==> src/rtl/id_branch_hazard_ctrl.sv <==
// ID-stage branch resolution and hazard control for the 5-stage MIPS pipeline.
// Selects forwarded branch operands, derives the number of stall cycles that
// forwarding cannot hide, sequences them with a RUN/STALL/FREEZE FSM and keeps
// saturating stall/taken counters.
module id_branch_hazard_ctrl (
  input  logic        clk,
  input  logic        rst,
  input  logic [5:0]  opcode,
  input  logic [4:0]  ID_RS,
  input  logic [4:0]  ID_RT,
  input  logic [31:0] id_rs_data,
  input  logic [31:0] id_rt_data,
  input  logic [31:0] MEM_RD_DATA_O_RS,
  input  logic [31:0] MEM_RD_DATA_O_RT,
  input  logic [31:0] WB_RD_DATA_O_RS,
  input  logic [31:0] WB_RD_DATA_O_RT,
  input  logic        FW_sig1_RS,
  input  logic        FW_sig1_RT,
  input  logic        FW_sig2_RS,
  input  logic        FW_sig2_RT,
  input  logic [4:0]  EX_RD,
  input  logic        EX_RegWrite,
  input  logic        EX_MemRead,
  input  logic [4:0]  MEM_RD,
  input  logic        MEM_MemRead,
  input  logic        mem_busy,
  input  logic [31:0] id_pc_plus4,
  input  logic [15:0] id_imm,
  output logic        stall,
  output logic        id_ex_bubble,
  output logic        if_flush,
  output logic        pc_src,
  output logic [31:0] branch_target,
  output logic [15:0] stall_cnt,
  output logic [15:0] taken_cnt,
  output logic [1:0]  state
);

  localparam logic [5:0] OpRtype = 6'b000000;
  localparam logic [5:0] OpBeq   = 6'b000100;
  localparam logic [5:0] OpBne   = 6'b000101;
  localparam logic [5:0] OpSw    = 6'b101011;

  typedef enum logic [1:0] {
    StRun    = 2'd0,
    StStall  = 2'd1,
    StFreeze = 2'd2
  } state_e;

  state_e      state_q, state_d;
  logic [15:0] stall_cnt_q, taken_cnt_q;

  logic        is_beq, is_bne, is_branch, rt_used;
  logic [31:0] op_rs, op_rt;
  logic        taken;
  logic [1:0]  need_rs, need_rt, need;

  assign is_beq    = (opcode == OpBeq);
  assign is_bne    = (opcode == OpBne);
  assign is_branch = is_beq | is_bne;
  assign rt_used   = (opcode == OpRtype) | is_branch | (opcode == OpSw);

  // Stall cycles one source needs; register 0 never hazards.
  function automatic logic [1:0] src_need(input logic [4:0] src, input logic branch);
    logic ex_load, ex_alu, mem_load;
    ex_load  = EX_MemRead && (EX_RD == src);
    ex_alu   = EX_RegWrite && !EX_MemRead && (EX_RD == src);
    mem_load = MEM_MemRead && (MEM_RD == src);
    if (src == 5'd0) begin
      return 2'd0;
    end else if (branch) begin
      if (ex_load) return 2'd2;
      if (ex_alu || mem_load) return 2'd1;
      return 2'd0;
    end else begin
      return ex_load ? 2'd1 : 2'd0;
    end
  endfunction

  // Operand select (MEM forward beats WB forward) and hazard depth.
  always_comb begin
    op_rs = FW_sig1_RS ? MEM_RD_DATA_O_RS : (FW_sig2_RS ? WB_RD_DATA_O_RS : id_rs_data);
    op_rt = FW_sig1_RT ? MEM_RD_DATA_O_RT : (FW_sig2_RT ? WB_RD_DATA_O_RT : id_rt_data);
    taken = is_beq ? (op_rs == op_rt) : (is_bne && (op_rs != op_rt));
    need_rs = src_need(ID_RS, is_branch);
    need_rt = rt_used ? src_need(ID_RT, is_branch) : 2'd0;
    need    = (need_rs > need_rt) ? need_rs : need_rt;
  end

  assign branch_target = id_pc_plus4 + {{14{id_imm[15]}}, id_imm, 2'b00};

  // Next-state and control outputs; all control is forced low during reset.
  always_comb begin
    state_d      = state_q;
    stall        = 1'b0;
    id_ex_bubble = 1'b0;
    if_flush     = 1'b0;
    pc_src       = 1'b0;
    if (rst) begin
      state_d = StRun;
    end else begin
      unique case (state_q)
        StRun: begin
          if (mem_busy) begin
            // Freeze wins over hazards and redirects; nothing is recorded.
            stall   = 1'b1;
            state_d = StFreeze;
          end else if (need != 2'd0) begin
            stall        = 1'b1;
            id_ex_bubble = 1'b1;
            if (need == 2'd2) state_d = StStall;
          end else if (taken) begin
            pc_src   = 1'b1;
            if_flush = 1'b1;
          end
        end
        StStall: begin
          stall        = 1'b1;
          id_ex_bubble = 1'b1;
          state_d      = mem_busy ? StFreeze : StRun;
        end
        StFreeze: begin
          stall = 1'b1;
          if (!mem_busy) state_d = StRun;
        end
        default: state_d = StRun;
      endcase
    end
  end

  // State register and saturating performance counters.
  always_ff @(posedge clk) begin
    if (rst) begin
      state_q     <= StRun;
      stall_cnt_q <= 16'd0;
      taken_cnt_q <= 16'd0;
    end else begin
      state_q <= state_d;
      if (id_ex_bubble && (stall_cnt_q != 16'hFFFF)) stall_cnt_q <= stall_cnt_q + 16'd1;
      if (pc_src && (taken_cnt_q != 16'hFFFF)) taken_cnt_q <= taken_cnt_q + 16'd1;
    end
  end

  assign state     = state_q;
  assign stall_cnt = stall_cnt_q;
  assign taken_cnt = taken_cnt_q;

endmodule
==> config.mk <==
export PLATFORM = sky130hd
export DESIGN_NAME = id_branch_hazard_ctrl
export DESIGN_NICKNAME = d
export VERILOG_FILES = /design/src/rtl/id_branch_hazard_ctrl.sv
export SDC_FILE = /design/constraint.sdc
export NUM_CORES = 1
export LEC_CHECK = 0
export CAP_MARGIN = 40
export CORE_AREA = 2 2 135 137
export DETAILED_ROUTE_END_ITERATION = 8
export DIE_AREA = 0 0 137 139
export PLACE_DENSITY = 0.69
export SLEW_MARGIN = 20
export SYNTH_ARGS = -nofsm -noshare
export SYNTH_HDL_FRONTEND = slang
export SYNTH_SLANG_ARGS = --single-unit
==> constraint.sdc <==
create_clock -name clk -period 12.8 [get_ports clk]
set_input_delay 3.84 -clock clk [delete_from_list [all_inputs] [get_ports clk]]
set_output_delay 3.84 -clock clk [all_outputs]
set_load 0.01 [all_outputs]
==> results of run 1 <==
## layer usage
| metal | wire length [um] | global-route usage, % | vias to the layer above |
|---|---|---|---|
| li1 | - | - | 3302 |
| met1 | 8640 | 25.3 | 2787 |
| met3 | 1150 | 4.28 | 19 |
| met5 | 0 | 0 | - |
| met2 | 10900 | 39.1 | 170 |
| met4 | 383 | 4.67 | 0 |
## layout make-up
type                    count  area (um2)  area share (%)
repair buffers            347        3490            38.4
flip-flops and latches     34         681            7.50
well taps                 229         287            3.16
multi-input cells         641        4350            47.9
inverters                  27         101            1.12
clock inverters             1        30.0           0.331
clock buffers               6         139            1.53
## sequential cells by signal, summed over array words and instances (netlist names)
name,count
stall_cnt,16
state,2
taken_cnt,16
## through the flow
| stage | util [%] | power, uW |
|---|---|---|
| 2_1_floorplan | - | 246 |
| 3_3_place_gp | 50.0 | 403 |
| 3_5_place_dp | 50.4 | 406 |
| 4_1_cts | 51.4 | 547 |
| 5_1_grt | 51.4 | 573 |
| 6_report | 51.4 | 543 |
## worst max-delay path: cells and delay by family
family | cells | cell delay [ns]
simple gates | 8 | 2.17
fa+ha+maj | 1 | 0.32
buf+inv | 2 | 1.13
xor+xnor | 1 | 0.22
compound gates | 1 | 0.28
## cells by family (layout without fill, tap and decap cells)
family | count (synthesis) | after routing | share of synthesized area (%)
AND/OR/NAND/NOR | 239 | 239 | 22.1
buffers and inverters | 61 | 381 | 5.03
multiplexers | 74 | 74 | 14.2
AO/OA/AOI/OAI | 201 | 201 | 22.0
flip-flops | 34 | 34 | 12.9
XOR/XNOR | 88 | 88 | 14.6
adder cells (fa/ha/maj) | 39 | 39 | 9.36
## path summary, 6_finish.rpt
path / start / to / slack (ns)
worst min register to register: taken_cnt[12]$_SDFFE_PP0P_ / taken_cnt[12]$_SDFFE_PP0P_ / 0.50
worst max-delay path: ID_RS[0] / pc_src / 0.99
worst max register to register: taken_cnt[3]$_SDFFE_PP0P_ / taken_cnt[1]$_SDFFE_PP0P_ / 9.98
worst min-delay path: taken_cnt[12]$_SDFFE_PP0P_ / taken_cnt[12]$_SDFFE_PP0P_ / 0.50
## cell usage in the layout, fill, tap and decap left out, drive strengths merged, types with 3 or more instances in the layout
master / n
a21o: 9
o2111ai: 4
ha: 38
and3: 13
a31oi: 4
xor2: 25
a21oi: 50
o21ai: 102
buf: 10
or3: 22
mux2i: 69
o21a: 3
xnor2: 63
inv: 27
nand3: 18
mux2: 5
nand2: 93
or4: 5
nand2b: 3
dfxtp: 34
a211oi: 5
nor4: 6
clkbuf: 6
nor2: 42
clkdlybuf4s50: 337
o31ai: 4
nor3: 9
nand4: 15
nor2b: 6
o211ai: 6
## power breakdown
group	internal (uW)	total, uW	switching [uW]
Sequential	106	107	0.438
Clock	96.0	140	43.8
Combinational	174	297	123
==> impl_metrics.py, run 1 <==
metrics = {
    "clock_network": {
        "clkTransAtPathRegs_ns": 0.05,
        "postCtsHoldBufs": 0,
        "cts_buffer_depth": 2,
        "numCtsBuffers": 5,
        "clkLatencyLatePin_ns": 0.28,
        "cts_tree": "done",
        "postCtsSetupRepairBufs": 0,
        "cts_max_level": 2,
        "post_cts_resized": 0,
        "clockRootBuffer": "clkbuf_16",
        "cts.sinks": 34,
    },
    "setup_path": {
        "max_stage_delay_ns": 0.60,
        "cp.arrival_ns": 7.97,
        "start_kind": "primary input",
        "cp-end-kind": "primary output",
        "path_common_cell": "or3_1",
        "rr_worst_depth": 10,
        "crit_fanout": 6,
        "cp_slowest_cell": "clkdlybuf4s50_1",
        "crit_chain": "clkdlybuf4s50_1 -> xor2_1 -> nor3_2 -> nand4_2 -> or3_1 -> ha_1 -> o22ai_1 -> nor3_1 -> and3_1 -> or3_1 -> or3_1 -> nor3_1 -> clkdlybuf4s50_1",
        "required_ns": 8.96,
        "critPathKind": "in -> out",
    },
    "placement": {
        "place_congestion": 0.914,
        "detailed_place.area_um2": 8900,
        "dp_slack_ns": 0.991,
        "port_buffers": 341,
        "placedCellCount": 1278,
        "hpwl_um": 18200,
    },
    "die": {
        "start_util_pct": 30.0,
        "pin_count": 346,
        "core-area_um2": 17700,
        "fp.dieW_um": 137,
        "die_h_um": 139,
        "rows": 49,
        "dieArea_um2": 19000,
    },
    "timing": {
        "max_freq_mhz": 84.7,
        "setup-tns-final_ns": 0,
        "worst_pin_slew_ns": 0.689,
        "setup_slack_ns": 0.991,
        "fin_crit_sh_pct": 92.3,
        "fin_skew_ns": 0.00789,
        "slew_violations": 0,
        "min_period_ns": 11.81,
        "rsz0062_at_grt": "no",
        "fin_hold_ws_ns": 0.504,
        "setup_viol_count_final": 0,
        "slew_headroom_pct": 53.5,
        "finalHoldViolations": 0,
    },
    "worst_hold_path": {
        "hold_path_class": "reg -> reg",
        "hold_depth": 2,
    },
    "final_layout": {
        "fin_cells": 1285,
        "num_antenna_cells": 0,
        "area_growth_pct": 71.4,
        "layout-drive-gt1-share_pct": 2.75,
        "final_cell_area_um2": 9070,
        "nNetsFinal": 1371,
        "num-fill-cells": 1717,
    },
    "logic_synthesis": {
        "ys_types": 59,
        "synth.top_cells.by_count": "o21ai_0, nand2_1, mux2i_1",
        "syn-cell-area_um2": 5290,
        "ys_async_sr_fraction_pct": 0,
        "synth_fp_nets": 1051,
        "yosysWarnings": 0,
        "synth_edf_count": 0,
        "netlist_instances": 736,
        "netlist.area_leader.share_pct": 12.9,
        "seq_area_frac_synth_pct": 12.9,
        "synth.area.top_cells": "dfxtp_1, mux2i_1, xnor2_1",
        "synth_area_leader_cell": "dfxtp_1",
        "syn-mean-instance-area_um2": 7.19,
        "post-synth-top-count-cell": "o21ai_0",
        "ys_dominant_reg_cell": "dfxtp_1",
        "synth-seq-cells": 34,
    },
    "power_and_ir_drop": {
        "p_leak_uw": 0.00355,
        "power_density_nw_per_um2": 59.9,
        "peakVddDrop_mv": 0.0828,
    },
    "drt": {
        "num_vias": 6278,
        "drt_wl_total_um": 21100,
        "ant_nets": 0,
        "routedWlPerCell_um": 16.4,
        "routed_via_density": 4.89,
        "drt_iter0_markers": 229,
        "first_pass_iters": 4,
        "route.detailed.drc": 0,
    },
    "global_route": {
        "grt-ovfl-total": 0,
        "grt.total_usage_pct": 21.4,
        "first_global_vias": 6151,
        "grt_max_degree": 48,
        "grt_pass1_wl_um": 32300,
        "grt_antenna_before_repair": 0,
    },
    "flow_run": {
        "maxCapViolations": 0,
    },
    "run_status": {
        "outcome": "completed",
    },
}
Note: power is estimated with default switching activity, not from simulation.
==> inputs of run 2 (changes only) <==
--- a/config.mk
+++ b/config.mk
@@ -5,11 +5,12 @@
 export SDC_FILE = /design/constraint.sdc
 export NUM_CORES = 1
 export LEC_CHECK = 0
+export ABC_AREA = 1
 export CAP_MARGIN = 40
-export CORE_AREA = 2 2 135 137
+export CORE_AREA = 2 2 133 135
 export DETAILED_ROUTE_END_ITERATION = 8
-export DIE_AREA = 0 0 137 139
-export PLACE_DENSITY = 0.69
+export DIE_AREA = 0 0 135 137
+export PLACE_DENSITY = 0.8
 export SLEW_MARGIN = 20
 export SYNTH_ARGS = -nofsm -noshare
 export SYNTH_HDL_FRONTEND = slang
==> run 2 against run 1 <==
Sequential share of layout area down 0.90 points. Synthesized cell count up 74%. Critical endpoint is now branch_target[24]. Clock skew down 0.0012 ns. Largest power group unchanged.
==> impl_metrics.py, run 2 <==
metrics = {
    "run_status": {
        "outcome": "completed",
    },
    "timing": {
        "worst_pin_slew_ns": 0.702,
        "fin_skew_ns": 0.00664,
        "rsz0062_at_grt": "no",
        "fin_crit_sh_pct": 86.7,
        "setup-tns-final_ns": 0,
        "setup_viol_count_final": 0,
        "max_freq_mhz": 90.1,
        "slew_violations": 0,
        "slew_headroom_pct": 53.2,
        "min_period_ns": 11.10,
        "finalHoldViolations": 0,
    },
    "setup_path": {
        "required_ns": 8.96,
        "crit_fanout": 4,
        "r2r_setup_slack_ns": 10.10,
        "critPathKind": "in -> out",
        "cp.arrival_ns": 7.26,
        "start_kind": "primary input",
        "cp-end-kind": "primary output",
        "rr_startpoint": "stall_cnt[0]$_SDFFE_PP0P_",
        "rr_worst_depth": 9,
        "regToRegEndpoint": "stall_cnt[10]$_SDFFE_PP0P_",
    },
    "logic_synthesis": {
        "synth_xor_area_share_pct": 5.48,
        "ys_types": 45,
        "ys_async_sr_fraction_pct": 0,
        "syn-mean-instance-area_um2": 5.26,
        "netlist_instances": 1277,
        "synth_fp_nets": 1592,
        "synth.area.top_cells": "nand2_1, dfxtp_1, nand3_1",
        "synth.top_cells.by_count": "nand2_1, inv_1, nand3_1",
        "synth-compound-area-share_pct": 11.9,
        "synth_top_family_by_area": "simple AND/OR/NAND/NOR gates",
        "yosysWarnings": 0,
        "synth_fa_ha_area_share_pct": 7.38,
        "seq_area_frac_synth_pct": 10.1,
        "synth_edf_count": 0,
        "netlist.area_leader.share_pct": 30.7,
        "synthSimpleGateAreaFrac_pct": 53.6,
        "synth-seq-cells": 34,
        "muxShareOfSynthArea_pct": 0,
        "post-synth-top-count-cell": "nand2_1",
        "syn-cell-area_um2": 6710,
        "ys_dominant_reg_cell": "dfxtp_1",
        "synth_area_leader_cell": "nand2_1",
    },
    "global_route": {
        "grt-ovfl-total": 0,
        "grt.total_usage_pct": 27.5,
        "grt_max_degree": 76,
        "first_global_vias": 8295,
        "grt_pass1_wl_um": 40800,
        "grt_antenna_before_repair": 5,
    },
    "drt": {
        "drt_wl_total_um": 26300,
        "drt_iter0_markers": 702,
        "ant_nets": 0,
        "route.detailed.drc": 0,
        "first_pass_iters": 8,
        "num_vias": 9069,
        "routedWlPerCell_um": 14.5,
        "routed_via_density": 5.00,
    },
    "final_layout": {
        "final_cell_mix": "nand2_1, clkdlybuf4s50_1, inv_1",
        "final_cell_area_um2": 10300,
        "seq_area_um2": 681,
        "layout-drive-gt1-share_pct": 3.34,
        "num-fill-cells": 1688,
        "mostFrequentLayoutCell": "nand2_1",
        "fin_cells": 1814,
        "nNetsFinal": 1899,
        "multi_input_comb_area_um2": 5260,
        "area_growth_pct": 53.5,
    },
    "power_and_ir_drop": {
        "peakVddDrop_mv": 0.0428,
        "p_leak_uw": 0.00483,
        "power_density_nw_per_um2": 54.0,
    },
    "worst_hold_path": {
        "hp-start": "stall_cnt[9]$_SDFFE_PP0P_",
        "hold_depth": 2,
        "hold_path_class": "reg -> reg",
        "hold_end": "stall_cnt[9]$_SDFFE_PP0P_",
    },
    "die": {
        "rows": 48,
        "die_h_um": 137,
        "fp.dieW_um": 135,
        "core-area_um2": 17100,
        "dieArea_um2": 18500,
        "start_util_pct": 39.4,
        "pin_count": 346,
    },
    "placement": {
        "hpwl_um": 21800,
        "placedCellCount": 1802,
        "detailed_place.area_um2": 10100,
        "port_buffers": 341,
        "place_congestion": 0.930,
    },
    "clock_network": {
        "clockRootBuffer": "clkbuf_16",
        "postCtsHoldBufs": 0,
        "cts.sinks": 34,
        "cts_tree": "done",
        "clkTransAtPathRegs_ns": 0.06,
        "numCtsBuffers": 5,
        "cts_buffer_depth": 2,
        "post_cts_resized": 0,
        "postCtsSetupRepairBufs": 0,
        "cts_max_level": 2,
        "clkLatencyLatePin_ns": 0.28,
    },
    "flow_run": {
        "maxCapViolations": 0,
    },
}
-- run 2: changes by cell type after synthesis, sizes merged, moves of 43 or more --
cell,previous run,this run
inv,27,119
mux2i,69,0
nand2,93,552
nand3,18,112
nor2,42,90
o21ai,102,47
or2,2,45
xnor2,63,16
-- run 2: layout make-up --
cell class | instances | share of cell area (%)
timing repair buffer | 347 | 33.8
inverter | 119 | 4.36
clock buffer | 7 | 1.38
antenna | 4 | 0.0971
tap | 225 | 2.73
clock inverter | 1 | 0.0486
sequential | 34 | 6.61
multi-input combinational | 1077 | 51.0
-- run 2: where the power goes --
part	switching (uW)	total [uW]	internal, uW
sequential	0.416	107	106
combinational	154	326	172
clock	46.0	123	77.2
-- run 2: how the worst max path moves through the flow --
| stage | to | cells past startpoint | slack, ns | from |
|---|---|---|---|---|
| finish | branch_target[24] | 13 | 1.70 | id_imm[0] |
| global route | branch_target[26] | 16 | 1.47 | id_imm[0] |
| CTS | branch_target[24] | 13 | 1.74 | id_imm[0] |
| detailed placement | branch_target[24] | 13 | 1.75 | id_imm[0] |
| global placement | if_flush | 16 | 1.55 | FW_sig1_RS |
| floorplan | id_ex_bubble | 16 | 3.04 | opcode[1] |
-- run 2: metal layers --
metal  track usage, %  vias up  part of all wire [%]
li1                 -     4720                     -
met1             32.9     3880                    41
met2             49.0      401                    46
met3             5.74       66                   9.2
met4             8.91        2                   3.6
met5                0        -                 0.038
-- run 2: cells by family (layout without fill, tap and decap cells) --
| logic type | count (synthesis) | after routing |
|---|---|---|
| xor+xnor | 42 | 42 |
| compound gates | 146 | 146 |
| flops | 34 | 34 |
| fa+ha+maj | 39 | 39 |
| simple gates | 850 | 850 |
| buf+inv | 166 | 474 |
| other cells | 0 | 4 |
-- run 2: critical path, stage by stage --
cell and delay (ns):
clkdlybuf4s50_1 0.46, ha_1 0.16, inv_1 0.05, fa_1 0.39, o21ai_0 0.35, a21oi_1 0.17, o21ai_1 0.26, a21oi_1 0.20
o21ai_1 0.24, a21oi_1 0.13, o21ai_1 0.20, xor2_1 0.23, clkdlybuf4s50_1 0.58
-- run 2: through the flow --
stage               setup WS [ns]  total power (uW)  hold WS (ns)  util [%]
global placement             1.55               428         0.479      59.3
floorplan                    3.04               270         0.505         -
CTS                          1.74               556         0.516      60.4
finish                       1.70               556         0.513      60.4
global route                 1.47               594         0.536      60.4
detailed placement           1.75               432         0.488      59.5
==> inputs of run 3 (changes only) <==
--- a/config.mk
+++ b/config.mk
@@ -8,8 +8,10 @@
 export ABC_AREA = 1
 export CAP_MARGIN = 40
 export CORE_AREA = 2 2 133 135
+export CTS_CLUSTER_SIZE = 30
 export DETAILED_ROUTE_END_ITERATION = 8
 export DIE_AREA = 0 0 135 137
+export MAX_ROUTING_LAYER = met4
 export PLACE_DENSITY = 0.8
 export SLEW_MARGIN = 20
 export SYNTH_ARGS = -nofsm -noshare
==> run 3 against run 2 <==
Non-clock buffer count up 1. Clock skew up 0.0011 ns. Sequential cell count unchanged. Fmax down 1.9%. Count of clock-buffer cells in the layout down 1. Worst setup slack worse by 0.22 ns. Combinational power about the same. Register-to-register slack better by 0.10 ns. Largest power group unchanged.
==> impl_metrics.py, run 3 (synthesized netlist as in run 2, its figures left out) <==
metrics = {
    "final_layout": {
        "final_cell_area_um2": 10300,
        "layout-drive-gt1-share_pct": 3.47,
        "nNetsFinal": 1900,
        "fin_cells": 1813,
        "num-fill-cells": 1639,
        "seq_area_um2": 681,
        "final_cell_mix": "nand2_1, clkdlybuf4s50_1, inv_1",
        "area_growth_pct": 53.7,
        "multi_input_comb_area_um2": 5260,
        "mostFrequentLayoutCell": "nand2_1",
    },
    "drt": {
        "route.detailed.drc": 0,
        "routed_via_density": 5.09,
        "routedWlPerCell_um": 14.9,
        "drt_iter0_markers": 591,
        "num_vias": 9222,
        "first_pass_iters": 6,
        "ant_nets": 0,
        "drt_wl_total_um": 26900,
    },
    "die": {
        "fp.dieW_um": 135,
        "core-area_um2": 17100,
        "rows": 48,
        "dieArea_um2": 18500,
        "die_h_um": 137,
        "pin_count": 346,
        "start_util_pct": 39.4,
    },
    "timing": {
        "max_freq_mhz": 88.4,
        "setup-tns-final_ns": 0,
        "finalHoldViolations": 0,
        "worst_pin_slew_ns": 0.697,
        "slew_violations": 0,
        "fin_crit_sh_pct": 88.4,
        "fin_hold_ws_ns": 0.510,
        "fin_skew_ns": 0.00774,
        "rsz0062_at_grt": "no",
        "setup_viol_count_final": 0,
        "slew_headroom_pct": 53.5,
        "min_period_ns": 11.31,
    },
    "global_route": {
        "grt_max_degree": 76,
        "grt.total_usage_pct": 28.7,
        "grt_antenna_before_repair": 2,
        "first_global_vias": 8353,
        "grt_pass1_wl_um": 41400,
        "grt-ovfl-total": 0,
    },
    "setup_path": {
        "cp.arrival_ns": 7.47,
        "start_kind": "primary input",
        "r2r_setup_slack_ns": 10.20,
        "required_ns": 8.96,
        "rr_worst_depth": 9,
        "crit_start": "id_pc_plus4[2]",
        "cp-end-kind": "primary output",
        "critPathKind": "in -> out",
        "regToRegEndpoint": "stall_cnt[11]$_SDFFE_PP0P_",
        "crit_fanout": 4,
        "rr_startpoint": "stall_cnt[0]$_SDFFE_PP0P_",
        "critPathCapture": "branch_target[26]",
    },
    "clock_network": {
        "clockRootBuffer": "clkbuf_16",
        "clkLatencyLatePin_ns": 0.28,
        "cts.sinks": 34,
        "cts_max_level": 2,
        "cts_tree": "done",
        "post_cts_resized": 0,
        "postCtsSetupRepairBufs": 0,
        "cts_buffer_depth": 2,
        "numCtsBuffers": 5,
        "clkTransAtPathRegs_ns": 0.05,
        "postCtsHoldBufs": 0,
    },
    "power_and_ir_drop": {
        "power_switching_share_pct": 36.3,
        "p_comb_share_pct": 58.6,
        "p_leak_uw": 0.00483,
        "power_density_nw_per_um2": 54.1,
        "power_switching_uw": 203,
        "peakVddDrop_mv": 0.0451,
        "pwr-share-seq_pct": 19.1,
        "intPower_uw": 356,
        "clkPwrFrac_pct": 22.3,
    },
    "placement": {
        "placedCellCount": 1802,
        "port_buffers": 341,
        "detailed_place.area_um2": 10100,
        "hpwl_um": 22300,
        "place_congestion": 0.955,
    },
    "worst_hold_path": {
        "hold_path_class": "reg -> reg",
    },
    "flow_run": {
        "maxCapViolations": 0,
    },
    "run_status": {
        "outcome": "completed",
    },
}
[run 3: cell types whose count changed in the layout (fill, tap and decap cells not counted)]
cell / previous run / this run
clkbuf_1: 1 / 0
clkinvlp_4: 0 / 1
diode_2: 4 / 2
buf_8: 1 / 2
[run 3: power by group through the flow]
stage	combinational (uW)	clock, uW	sequential, uW
6_report	328	124	107
3_3_place_gp	320	0	109
3_5_place_dp	324	0	109
4_1_cts	326	124	107
2_1_floorplan	161	0	109
5_1_grt	360	130	107
[run 3: stage by stage]
| stage | setup WS, ns | utilization, % | power [uW] |
|---|---|---|---|
| after floorplan | 3.04 | - | 270 |
| after global placement | 1.51 | 59.3 | 428 |
| after detailed placement | 1.51 | 59.5 | 433 |
| after CTS | 1.50 | 60.4 | 557 |
| after global routing | 1.27 | 60.5 | 596 |
| final | 1.49 | 60.5 | 559 |
[run 3: cell type report]
type	count	area share (%)
timing repair buffer	348	33.9
antenna	2	0.0485
clock inverter	2	0.121
inverter	119	4.35
clock buffer	6	1.35
sequential	34	6.60
tap	225	2.73
multi-input combinational	1077	50.9
[run 3: layer usage]
metal,up-vias,wire length [um],global-route usage (%)
li1,4708,-,-
met1,4037,11200,34.4
met5,-,0,-
met3,67,2220,4.56
met2,410,12500,49.1
met4,0,1010,9.49
[run 3: worst max-delay path: stages]
cell and delay, ns:
clkdlybuf4s50_1 0.48, ha_1 0.17, inv_1 0.05, fa_1 0.40, o21ai_0 0.34, a21oi_1 0.17
o21ai_1 0.30, a21oi_1 0.23, o21ai_1 0.28, a21oi_1 0.15, o21ai_1 0.24, nand2_1 0.12
nand2_1 0.08, nand2_1 0.05, nand2_1 0.05, clkdlybuf4s50_1 0.53
[run 3: how the worst min path moves through the flow]
stage	slack (ns)	start	endpoint	depth (start not counted)
after detailed placement	0.49	taken_cnt[1]$_SDFFE_PP0P_	taken_cnt[1]$_SDFFE_PP0P_	2
after global placement	0.48	taken_cnt[1]$_SDFFE_PP0P_	taken_cnt[1]$_SDFFE_PP0P_	2
after CTS	0.50	taken_cnt[1]$_SDFFE_PP0P_	taken_cnt[1]$_SDFFE_PP0P_	2
after floorplan	0.50	taken_cnt[1]$_SDFFE_PP0P_	taken_cnt[1]$_SDFFE_PP0P_	2
after global routing	0.54	stall_cnt[6]$_SDFFE_PP0P_	stall_cnt[6]$_SDFFE_PP0P_	2
final	0.51	taken_cnt[1]$_SDFFE_PP0P_	taken_cnt[1]$_SDFFE_PP0P_	2
